**config.mk**
```make
export PLATFORM = sky130hd
export DESIGN_NAME = mu0_ctrl
export DESIGN_NICKNAME = d
export VERILOG_FILES = /design/src/rtl/mu0_pkg.sv /design/src/rtl/mu0_mem_timer.sv /design/src/rtl/mu0_ctrl.sv
export SDC_FILE = /design/constraint.sdc
export NUM_CORES = 1
export LEC_CHECK = 0
export ABC_AREA = 1
export CAP_MARGIN = 20
export CORE_AREA = 10 10 53 63
export DETAILED_ROUTE_END_ITERATION = 12
export DIE_AREA = 0 0 63 73
export GPL_ROUTABILITY_DRIVEN = 1
export GPL_TIMING_DRIVEN = 0
export PLACE_DENSITY = 0.76
export SLEW_MARGIN = 20
export SYNTH_ARGS = -nofsm -noshare
export SYNTH_HDL_FRONTEND = slang
export SYNTH_HIERARCHICAL = 1
export SYNTH_SLANG_ARGS = --single-unit
```
**constraint.sdc**
```tcl
create_clock -name clk -period 1.7 [get_ports clk]
set_input_delay 0.255 -clock clk [delete_from_list [all_inputs] [get_ports clk]]
set_output_delay 0.255 -clock clk [all_outputs]
set_load 0.005 [all_outputs]
```
**src/rtl/mu0_pkg.sv**
```systemverilog
// Shared constants for the MU0 control unit: opcodes, ALU function codes
// and the controller state encoding.
package mu0_pkg;

    localparam logic [3:0] OP_LDA = 4'd0;
    localparam logic [3:0] OP_STO = 4'd1;
    localparam logic [3:0] OP_ADD = 4'd2;
    localparam logic [3:0] OP_SUB = 4'd3;
    localparam logic [3:0] OP_JMP = 4'd4;
    localparam logic [3:0] OP_JGE = 4'd5;
    localparam logic [3:0] OP_JNE = 4'd6;
    localparam logic [3:0] OP_STP = 4'd7;

    localparam logic [1:0] ALU_ADD = 2'b00;
    localparam logic [1:0] ALU_SUB = 2'b01;
    localparam logic [1:0] ALU_B   = 2'b10;
    localparam logic [1:0] ALU_INC = 2'b11;

    typedef enum logic [2:0] {
        S_RST   = 3'd0,
        S_IDLE  = 3'd1,
        S_FETCH = 3'd2,
        S_EXEC  = 3'd3,
        S_HALT  = 3'd4,
        S_FAULT = 3'd5
    } state_t;

endpackage

```
**src/rtl/mu0_mem_timer.sv**
```systemverilog
// Memory wait counter: counts cycles a request has been pending without an
// acknowledge and flags the last permitted wait cycle.
module mu0_mem_timer #(
    parameter int MEM_TIMEOUT = 16,
    parameter int TMR_W       = 8
) (
    input  logic clk,
    input  logic reset,
    input  logic clr,
    input  logic inc,
    output logic expired
);

    localparam logic [TMR_W-1:0] LAST = TMR_W'(MEM_TIMEOUT - 1);

    logic [TMR_W-1:0] count;

    // Count pending-request cycles; saturate so an unlimited wait never wraps.
    always_ff @(posedge clk) begin
        if (reset) begin
            count <= '0;
        end else if (clr) begin
            count <= '0;
        end else if (inc && (count != '1)) begin
            count <= count + 1'b1;
        end
    end

    // A timeout of zero disables the limit entirely.
    assign expired = (MEM_TIMEOUT != 0) && (count == LAST);

endmodule

```
**src/rtl/mu0_ctrl.sv**
```systemverilog
// MU0 control unit. A posedge state register sequences fetch and execute;
// the datapath enables are Mealy outputs decoded from state and inputs so
// the negedge-clocked datapath registers capture them in the same cycle.
//
//   state   | meaning
//   S_RST   | one cycle after reset, clears PC
//   S_IDLE  | waiting for run
//   S_FETCH | reading instruction at PC, loads IR and PC+1 on ack
//   S_EXEC  | executing the opcode held in IR
//   S_HALT  | STP or illegal opcode, sticky until reset
//   S_FAULT | memory access timed out, sticky until reset
module mu0_ctrl
    import mu0_pkg::*;
#(
    parameter int MEM_TIMEOUT = 16,
    parameter int TMR_W       = 8
) (
    input  logic       clk,
    input  logic       reset,
    input  logic       run,
    input  logic [3:0] opcode,
    input  logic       acc15,
    input  logic       accz,
    input  logic       mem_ack,
    output logic       mem_rd,
    output logic       mem_wr,
    output logic       asel,
    output logic       bsel,
    output logic [1:0] alufs,
    output logic       accce,
    output logic       pcce,
    output logic       pc_clr,
    output logic       irce,
    output logic       acc_oe,
    output logic       halted,
    output logic       fault
);

    state_t state;
    state_t state_nx;
    logic   req;
    logic   expired;
    logic   timer_inc;
    logic   timer_clr;

    // Counter runs only while a request waits; any other cycle restarts it,
    // so every new access begins counting from zero.
    assign timer_inc = req & ~mem_ack;
    assign timer_clr = ~timer_inc;

    mu0_mem_timer #(
        .MEM_TIMEOUT(MEM_TIMEOUT),
        .TMR_W      (TMR_W)
    ) u_timer (
        .clk    (clk),
        .reset  (reset),
        .clr    (timer_clr),
        .inc    (timer_inc),
        .expired(expired)
    );

    // Next-state and Mealy output decode.
    always_comb begin
        state_nx = state;
        mem_rd   = 1'b0;
        mem_wr   = 1'b0;
        asel     = 1'b0;
        bsel     = 1'b0;
        alufs    = ALU_ADD;
        accce    = 1'b0;
        pcce     = 1'b0;
        pc_clr   = 1'b0;
        irce     = 1'b0;
        acc_oe   = 1'b0;
        req      = 1'b0;

        case (state)
            S_RST: begin
                pc_clr   = 1'b1;
                state_nx = S_IDLE;
            end
            S_IDLE: begin
                if (run) state_nx = S_FETCH;
            end
            S_FETCH: begin
                mem_rd = 1'b1;
                req    = 1'b1;
                if (mem_ack) begin
                    irce     = 1'b1;
                    pcce     = 1'b1;
                    alufs    = ALU_INC;
                    state_nx = S_EXEC;
                end else if (expired) begin
                    state_nx = S_FAULT;
                end
            end
            S_EXEC: begin
                case (opcode)
                    OP_LDA, OP_ADD, OP_SUB: begin
                        asel   = 1'b1;
                        mem_rd = 1'b1;
                        req    = 1'b1;
                        if (mem_ack) begin
                            bsel     = 1'b1;
                            accce    = 1'b1;
                            alufs    = (opcode == OP_LDA) ? ALU_B :
                                       (opcode == OP_ADD) ? ALU_ADD : ALU_SUB;
                            state_nx = run ? S_FETCH : S_IDLE;
                        end else if (expired) begin
                            state_nx = S_FAULT;
                        end
                    end
                    OP_STO: begin
                        asel   = 1'b1;
                        mem_wr = 1'b1;
                        acc_oe = 1'b1;
                        req    = 1'b1;
                        if (mem_ack) begin
                            state_nx = run ? S_FETCH : S_IDLE;
                        end else if (expired) begin
                            state_nx = S_FAULT;
                        end
                    end
                    OP_JMP, OP_JGE, OP_JNE: begin
                        asel     = 1'b1;
                        alufs    = ALU_B;
                        pcce     = (opcode == OP_JMP) ? 1'b1 :
                                   (opcode == OP_JGE) ? ~acc15 : ~accz;
                        state_nx = run ? S_FETCH : S_IDLE;
                    end
                    default: begin
                        state_nx = S_HALT;
                    end
                endcase
            end
            S_HALT, S_FAULT: begin
                state_nx = state;
            end
            default: begin
                state_nx = S_RST;
            end
        endcase

        // Reset wins combinationally so an in-flight request drops in the
        // reset cycle itself; PC is held cleared while reset is asserted.
        if (reset) begin
            mem_rd = 1'b0;
            mem_wr = 1'b0;
            asel   = 1'b0;
            bsel   = 1'b0;
            alufs  = ALU_ADD;
            accce  = 1'b0;
            pcce   = 1'b0;
            irce   = 1'b0;
            acc_oe = 1'b0;
            req    = 1'b0;
            pc_clr = 1'b1;
        end
    end

    // State register with sticky halt/fault flags.
    always_ff @(posedge clk) begin
        if (reset) begin
            state  <= S_RST;
            halted <= 1'b0;
            fault  <= 1'b0;
        end else begin
            state <= state_nx;
            if ((state_nx == S_HALT) || (state_nx == S_FAULT)) halted <= 1'b1;
            if (state_nx == S_FAULT) fault <= 1'b1;
        end
    end

endmodule

```
==> metrics.md, run 1 <==
| Metric | Value |
|---|---|
| H-tree depth | 1 |
| Row cnt | 19 |
| Critical R2R Launch | state[0] |
| Root buf cell | clkbuf_4 |
| Synth Area in Compound Gates | 0.0996 |
| Pwr Total | between 0.0007 and 0.0008 W |
| Drt first pass iters | 4 |
| # DRC | 0 |
| Register area share after synthesis | 0.262 |
| Clock slew at reported path FFs | 80 ps |
| Final Hold Viols | 0 |
| WP buf/inv | 3 |
| Layout cells sized above 1 | 0.361 |
| Yosys top cell by area | dfxtp_1 |
| Initial Utilization | 0.449 |
| CP arrival | 1390 ps |
| Static Leakage | 0.732 nW |
| Mux share of post-synthesis cell area | 0 |
| Commonest non-fill, non-tap cell in the layout | nand2_1 |
| Layout area overhead | 50.2% |
| DIE AREA | 4600 um2 |
| Largest net degree at the start of global routing | 11 |
| Placer Congestion | 0.827 |
| Num CTS Buffers | 3 |
| RSZ-0062 raised after global routing | true |
| Status | completed |
| Max Fclk | 609 MHz |
| Vias per cell | 4.98 |
| CP max FO | 3 |
| Fin cells | 236 |
| Via count of the first global-routing pass | roughly 1100 |
| Post-Synth XOR/XNOR Area | 0.00883 |
| Global-route wire length before repair | about 4400 um |
| Critical-path cell list | inv_4 -> nand2_4 -> nor2_4 -> buf_6 -> nand2_4 -> nand2_2 -> nand2_2 -> nor2_1 -> buf_2 |
| Max VDD drop | 0.282 mV |
| Drt wl/cell | around 13 um |
| CTS Sinks | 13 |
| Synth area leaders | dfxtp_1 (26%), nand2_1 (14%), inv_1 (9.8%) |
| Fin Setup TNS | 0 ps |
| Setup Skew | 0.291 ps |
| Detailed placement HPWL | 2080 um |
| Mapped Nets | 177 |
| Critical path depth | 9 |
| Antenna diodes | 0 |
| Total Routed Length | just over 3000 um |
| DR iter-0 viols | 44 |
| CP required | 1440 ps |
| Inst Count DP | 219 |
| PD cells | 470 nW/um2 |
| GRT Residual Overflow | 0 |
| Share of the synthesized area in the top cell type | 0.262 |
| Die height | ~73 um |
| Routed Antenna Nets | 0 |
| Cts hold-fix bufs | 0 |
| Ys Warns | 6 |
| Post-Synth Simple-Gate Area | 0.451 |
| Crit path capture type | primary output |
| Post-Route Utilization | 0.674 |
| Total global-route track usage | 0.116 |
| Die X | 63 um |
| Largest stage delay on the critical path | 350 ps |
| Crit Reg-Reg Endpoint | u_timer/count[7] |
| Vias | approximately 1200 |
| # nets final | around 220 |
| I/O Buffers | 22 |
| Slew Viols, Final | 0 |
| Slowest stage cell, crit path | dfxtp_2 |
| Initial antenna violation count | 0 |
| Startpoint types | flop |
| Commonest cells after routing, fill and taps aside | nand2_1 (33), inv_1 (22), nor2_1 (20) |
| CP endpoint | pcce |
| Worst Hold Class | in -> reg |
| Core ar. | 2210 um2 |
| Worst-Margin Slew | 543 ps |
| Synth Area in Adders | 0.0126 |
| Clk buf depth | 2 |
| Largest delay share family, worst path | simple AND/OR/NAND/NOR gates |
| Seq cells post-synth | 13 |
| WS Path Type | reg -> out |
| Final period utilization | 0.967 |
| Ports | 23 |
| Reg-to-reg slack, setup | 70 ps |
| CTS tree | done |
| Synthesized instance count | 166 |
| Place WS | -563 ps |
| Setup violations, final | 0 |
| Count of distinct cell types in the synthesized netlist | 26 |
| Max_slew headroom | 0.636 |
| Synthesized area per cell | 5.98 um2 |
| Worst-Skew Late Latency | 270 ps |
| Max Cap Violations | 0 |
| Fin crit period | 1640 ps |
| Final setup margin | 56.7 ps |
| Synthesized area | a little under 1000 um2 |
| Worst R2R Path Depth | 11 |
| Largest family of logic cells by synthesized area | simple AND/OR/NAND/NOR gates |
| CP startpoint | state[2] |
==> cells by family after synthesis <==
group           Yosys count
simple gates             95
buf+inv                  38
compound gates           18
flops                    13
xor+xnor                  1
fa+ha+maj                 1
==> worst min-delay path by stage <==
stage | startpoint | end | slack (ps) | depth (start not counted)
finish | reset | u_timer/count[0] | 420 | 4
global route | reset | u_timer/count[0] | 450 | 4
CTS | fault | fault | 470 | 2
detailed placement | fault | fault | 460 | 2
global placement | fault | fault | 450 | 2
floorplan | run | state[1] | 450 | 2
==> per-layer routing <==
metal	share of wire	GRT usage	vias to the layer above
met5	0	0	-
met4	0.020	0.0821	0
met2	0.55	0.217	34
met1	0.37	0.101	547
li1	-	-	589
met3	0.061	0.0415	6
==> power breakdown <==
group / internal [W] / switching, W
sequential: 0.000312 / 0.0000104
clock: 0.0000908 / 0.000102
combinational: 0.0000821 / 0.000102
total: 0.000485 / 0.000215
==> worst reg2reg max path, delay by kind of cell (launching register included) <==
kind | cells | cell delay, ps
buffers and inverters | 3 | 360
AO/OA/AOI/OAI | 2 | 290
AND/OR/NAND/NOR | 6 | 540
flip-flops | 1 | 380
==> sequential cells by signal, summed over array words and instances (netlist names) <==
| register | cells |
|---|---|
| state | 3 |
| u_timer/count | 8 |
| halted | 1 |
| fault | 1 |
==> through the flow <==
step / area [um2] / hold slack, ps
finish: 1490 / 421
global route: 1490 / 445
CTS: 1370 / 466
detailed placement: 1250 / 456
global placement: 1250 / 447
floorplan: 992 / 451
==> synth_stat cells <==
cell and n:
inv_4 1, buf_4 3, nor3_1 3, nand3_2 4
a211oi_1 1, dfxtp_1 13, xor2_1 1, clkbuf_1 1
inv_1 26, nor2_4 2, a21oi_1 9, nand3b_2 1
a21oi_2 1, ha_1 1, nand4_1 2, nand2_1 38
nand2_2 5, or2_1 1, a22oi_1 1, nor4_1 2
inv_2 6, nor2_1 25, nand3_1 12, o21ai_1 3
o21ai_0 3, buf_6 1
==> area by class of cell <==
type | instances | area [um2]
plain buffers | 4 | 43.8
clock buffers | 4 | 26.3
fillers | 196 | 721
inverters | 33 | 134
multi-input cells | 115 | 676
flip-flops and latches | 13 | 269
well taps | 31 | 38.8
repair buffers | 36 | 303
==> timing repair <==
| action | 4_1_cts | 5_1_grt |
|---|---|---|
| endpoints found under the hold margin | 0 | 0 |
| buffers inserted | 4 | 10 |
| pin swaps | 5 | 11 |
| resized for setup | 54 | 28 |
| setup endpoints to repair | 18 | 15 |
Note: power is estimated with default switching activity, not from simulation.
==> inputs of run 2 (changes only) <==
--- a/config.mk
+++ b/config.mk
@@ -8,6 +8,7 @@
 export ABC_AREA = 1
 export CAP_MARGIN = 20
 export CORE_AREA = 10 10 53 63
+export CTS_CLUSTER_DIAMETER = 150
 export DETAILED_ROUTE_END_ITERATION = 12
 export DIE_AREA = 0 0 63 73
 export GPL_ROUTABILITY_DRIVEN = 1
==> results of run 2 <==
No change in the layout: final DEF, timing and power equal those of run 1.
==> edit (config.mk and constraints of run 2) <==
`MEM_TIMEOUT` is set to 16 in 2 places; all go to 15.
--- a/src/rtl/mu0_mem_timer.sv
+++ b/src/rtl/mu0_mem_timer.sv
@@ -2,5 +2,5 @@
 // acknowledge and flags the last permitted wait cycle.
 module mu0_mem_timer #(
-    parameter int MEM_TIMEOUT = 16,
+    parameter int MEM_TIMEOUT = 15,
     parameter int TMR_W       = 8
 ) (
--- a/src/rtl/mu0_ctrl.sv
+++ b/src/rtl/mu0_ctrl.sv
@@ -13,5 +13,5 @@
     import mu0_pkg::*;
 #(
-    parameter int MEM_TIMEOUT = 16,
+    parameter int MEM_TIMEOUT = 15,
     parameter int TMR_W       = 8
 ) (
Check against the original RTL: same outputs for any inputs over 10 cycles, from zero or initial values and one cycle with reset high; that may be too few to reach the edited logic, so the function may still have changed.
==> edit against run 2 <==
Cell area shrank 4.5%; first-iteration DRC count grew 2.3%; power shrank 4.3%; count of clock-buffer cells in the layout is the same; cell count shrank 3.8%; synthesized area grew 1.3%; setup slack gained 9.1 ps; wire length shrank 12%; sequential cell count is the same; critical endpoint is now u_timer/count[7]; highest routed layer unchanged.
==> edit: results (changes against run 2) <==
| Metric | Value |
|---|---|
| Status | finished clean |
| Global-route wire length before repair | 4440 um (+0.93%) |
| Antenna diodes | 0 (unchanged) |
| Max Transition Viols Final | 0 (unchanged) |
| Most instantiated cells after synthesis | nand2_1 (38), inv_1 (25), nor2_1 (23), dfxtp_1 (13), nand3_1 (12) |
| IO buf count | 22 (unchanged) |
| Worst hold slack | 417 ps (-3.66 ps) |
| CTS clk-pin slew, worst paths | 90 ps |
| Unique masters post-synth | 28 (+7.7%) |
| Drt total wl | 2730 um (-12%) |
| DRT Pass-1 Iters | 4 (unchanged) |
| Final hold vios | 0 (unchanged) |
| Setup slack, reg-to-reg | 140 ps (+70 ps) |
| Clk_skew | 8.85 ps (+8.56 ps) |
| Vias post-DR | 1120 (-4.8%) |
| Drt initial violations | 45 (+2.3%) |
| Tot GR Track Use | 0.116 (-0.000278) |
| Worst skew pair latency | 270 ps (about the same) |
| CP Max Fanout | 6 (+3) |
| Hold depth | 4 (unchanged) |
| Initial antenna violation count | 0 (unchanged) |
| Leakage | 0.640 nW (-13%) |
| Max_slew headroom | 0.822 (+0.185) |
| Worst r2r path cells | 10 (-1) |
| Sw Share | 0.303 (-0.00439) |
| Synth top area cells | dfxtp_1 (26%), nand2_1 (14%), inv_1 (9.3%) |
| Top_reg_cell synth | dfxtp_1 |
| Worst IR drop on VDD | 0.510 mV (+81%) |
| Syn nets | 177 (unchanged) |
| FFs w/ async S/R, synth | 0 (unchanged) |
| Vias in the first global route | 1041 (-7.3%) |
| Final GP Congestion | 0.850 (+2.8%) |
| Hold Startpoint | reset |
| Layout cells sized above 1 | 0.311 (-0.0498) |
| Worst Hold Class | primary input to flip-flop |
| Worst Hold End | u_timer/count[2] |
| H-Tree Depth | 1 (unchanged) |
| R2R Path End | halted |
| Worst reg2reg path startpoint | u_timer/count[0] |
| Share of the yosys chip area belonging to registers | 0.259 (-0.00327) |
| Nets@finish | 209 (-3.7%) |
| Area post-placement | 0.00126 sq mm (+1.0%) |
| WP data arrival | 1810 ps (+420 ps) |
| Hpwl dp | 2060 um (-1.2%) |
| CTS Buf Count | 3 (unchanged) |
edit: changes by cell type in the layout (fill, tap and decap cells not counted), sizes merged, moves of 2 or more:
cell	before	now
buf	23	15
dlymetal6s2s	3	0
clkdlybuf4s15	2	4
inv	33	31
edit: worst max-delay path by stage:
stage	startpoint	depth (start not counted)	to	slack, ps
floorplan	state[2]	10	u_timer/count[7]	90
global placement	reset	10	u_timer/count[7]	-620
detailed placement	reset	10	u_timer/count[7]	-650
CTS	state[2]	7	alufs[0]	2
global route	state[2]	9	pcce	-30
finish	opcode[2]	12	u_timer/count[7]	70
edit: logic make-up (layout without fill, tap and decap cells):
family,count (synthesis),count (layout),synth area share
simple gates,96,96,0.466
buf+inv,36,67,0.152
fa+ha+maj,2,2,0.0249
flops,13,13,0.259
compound gates,18,18,0.0984
edit: power groups by stage:
stage,Sequential [mW],Combinational (mW),Clock (mW)
6_report,0.322,0.155,0.193
5_1_grt,0.323,0.170,0.218
4_1_cts,0.321,0.144,0.200
3_5_place_dp,0.326,0.132,0
3_3_place_gp,0.326,0.129,0
2_1_floorplan,0.325,0.0776,0
edit: layer usage:
metal | global-route usage | wire length (um) | vias up
li1 | - | - | 573
met3 | 0.0276 | 112 | 6
met1 | 0.123 | 1180 | 512
met4 | 0.0572 | 43 | 0
met2 | 0.209 | 1400 | 29
met5 | 0 | 0 | -
edit: worst max-delay path, stage by stage:
cell and delay [ps]:
dlygate4sd2_1 250, inv_1 90, nand2_4 70, buf_4 150, a21oi_4 180, nand3_4 130
inv_2 120, nand2_1 90, nor2_2 140, nand3b_1 120, nor2_1 140, nor2_1 60
edit: layout make-up:
class                      instances  area (sq um)
timing repair buffer              28           235
tap                               31          38.8
fill                             210           788
inverter                          32           123
multi-input combinational        116           698
clock buffer                       4          26.3
sequential                        13           269
buffer                             3          32.5
edit: metrics by stage:
| stage | util | std cells | setup TNS (ps) | worst slack, ps |
|---|---|---|---|---|
| after global placement | 0.572 | 218 | -9720 | -624 |
| after global routing | 0.643 | 227 | -78.4 | -31.5 |
| final | 0.643 | 227 | 0 | 65.8 |
| after floorplan | - | 165 | 0 | 88.0 |
| after CTS | 0.624 | 228 | 0 | 2.13 |
| after detailed placement | 0.572 | 218 | -9770 | -651 |
edit: repair_timing:
item,in CTS,in global routing
buffers inserted,6,0
resized for setup,58,20
pin swaps,8,4
setup endpoints to repair,20,13
hold buffers,0,0
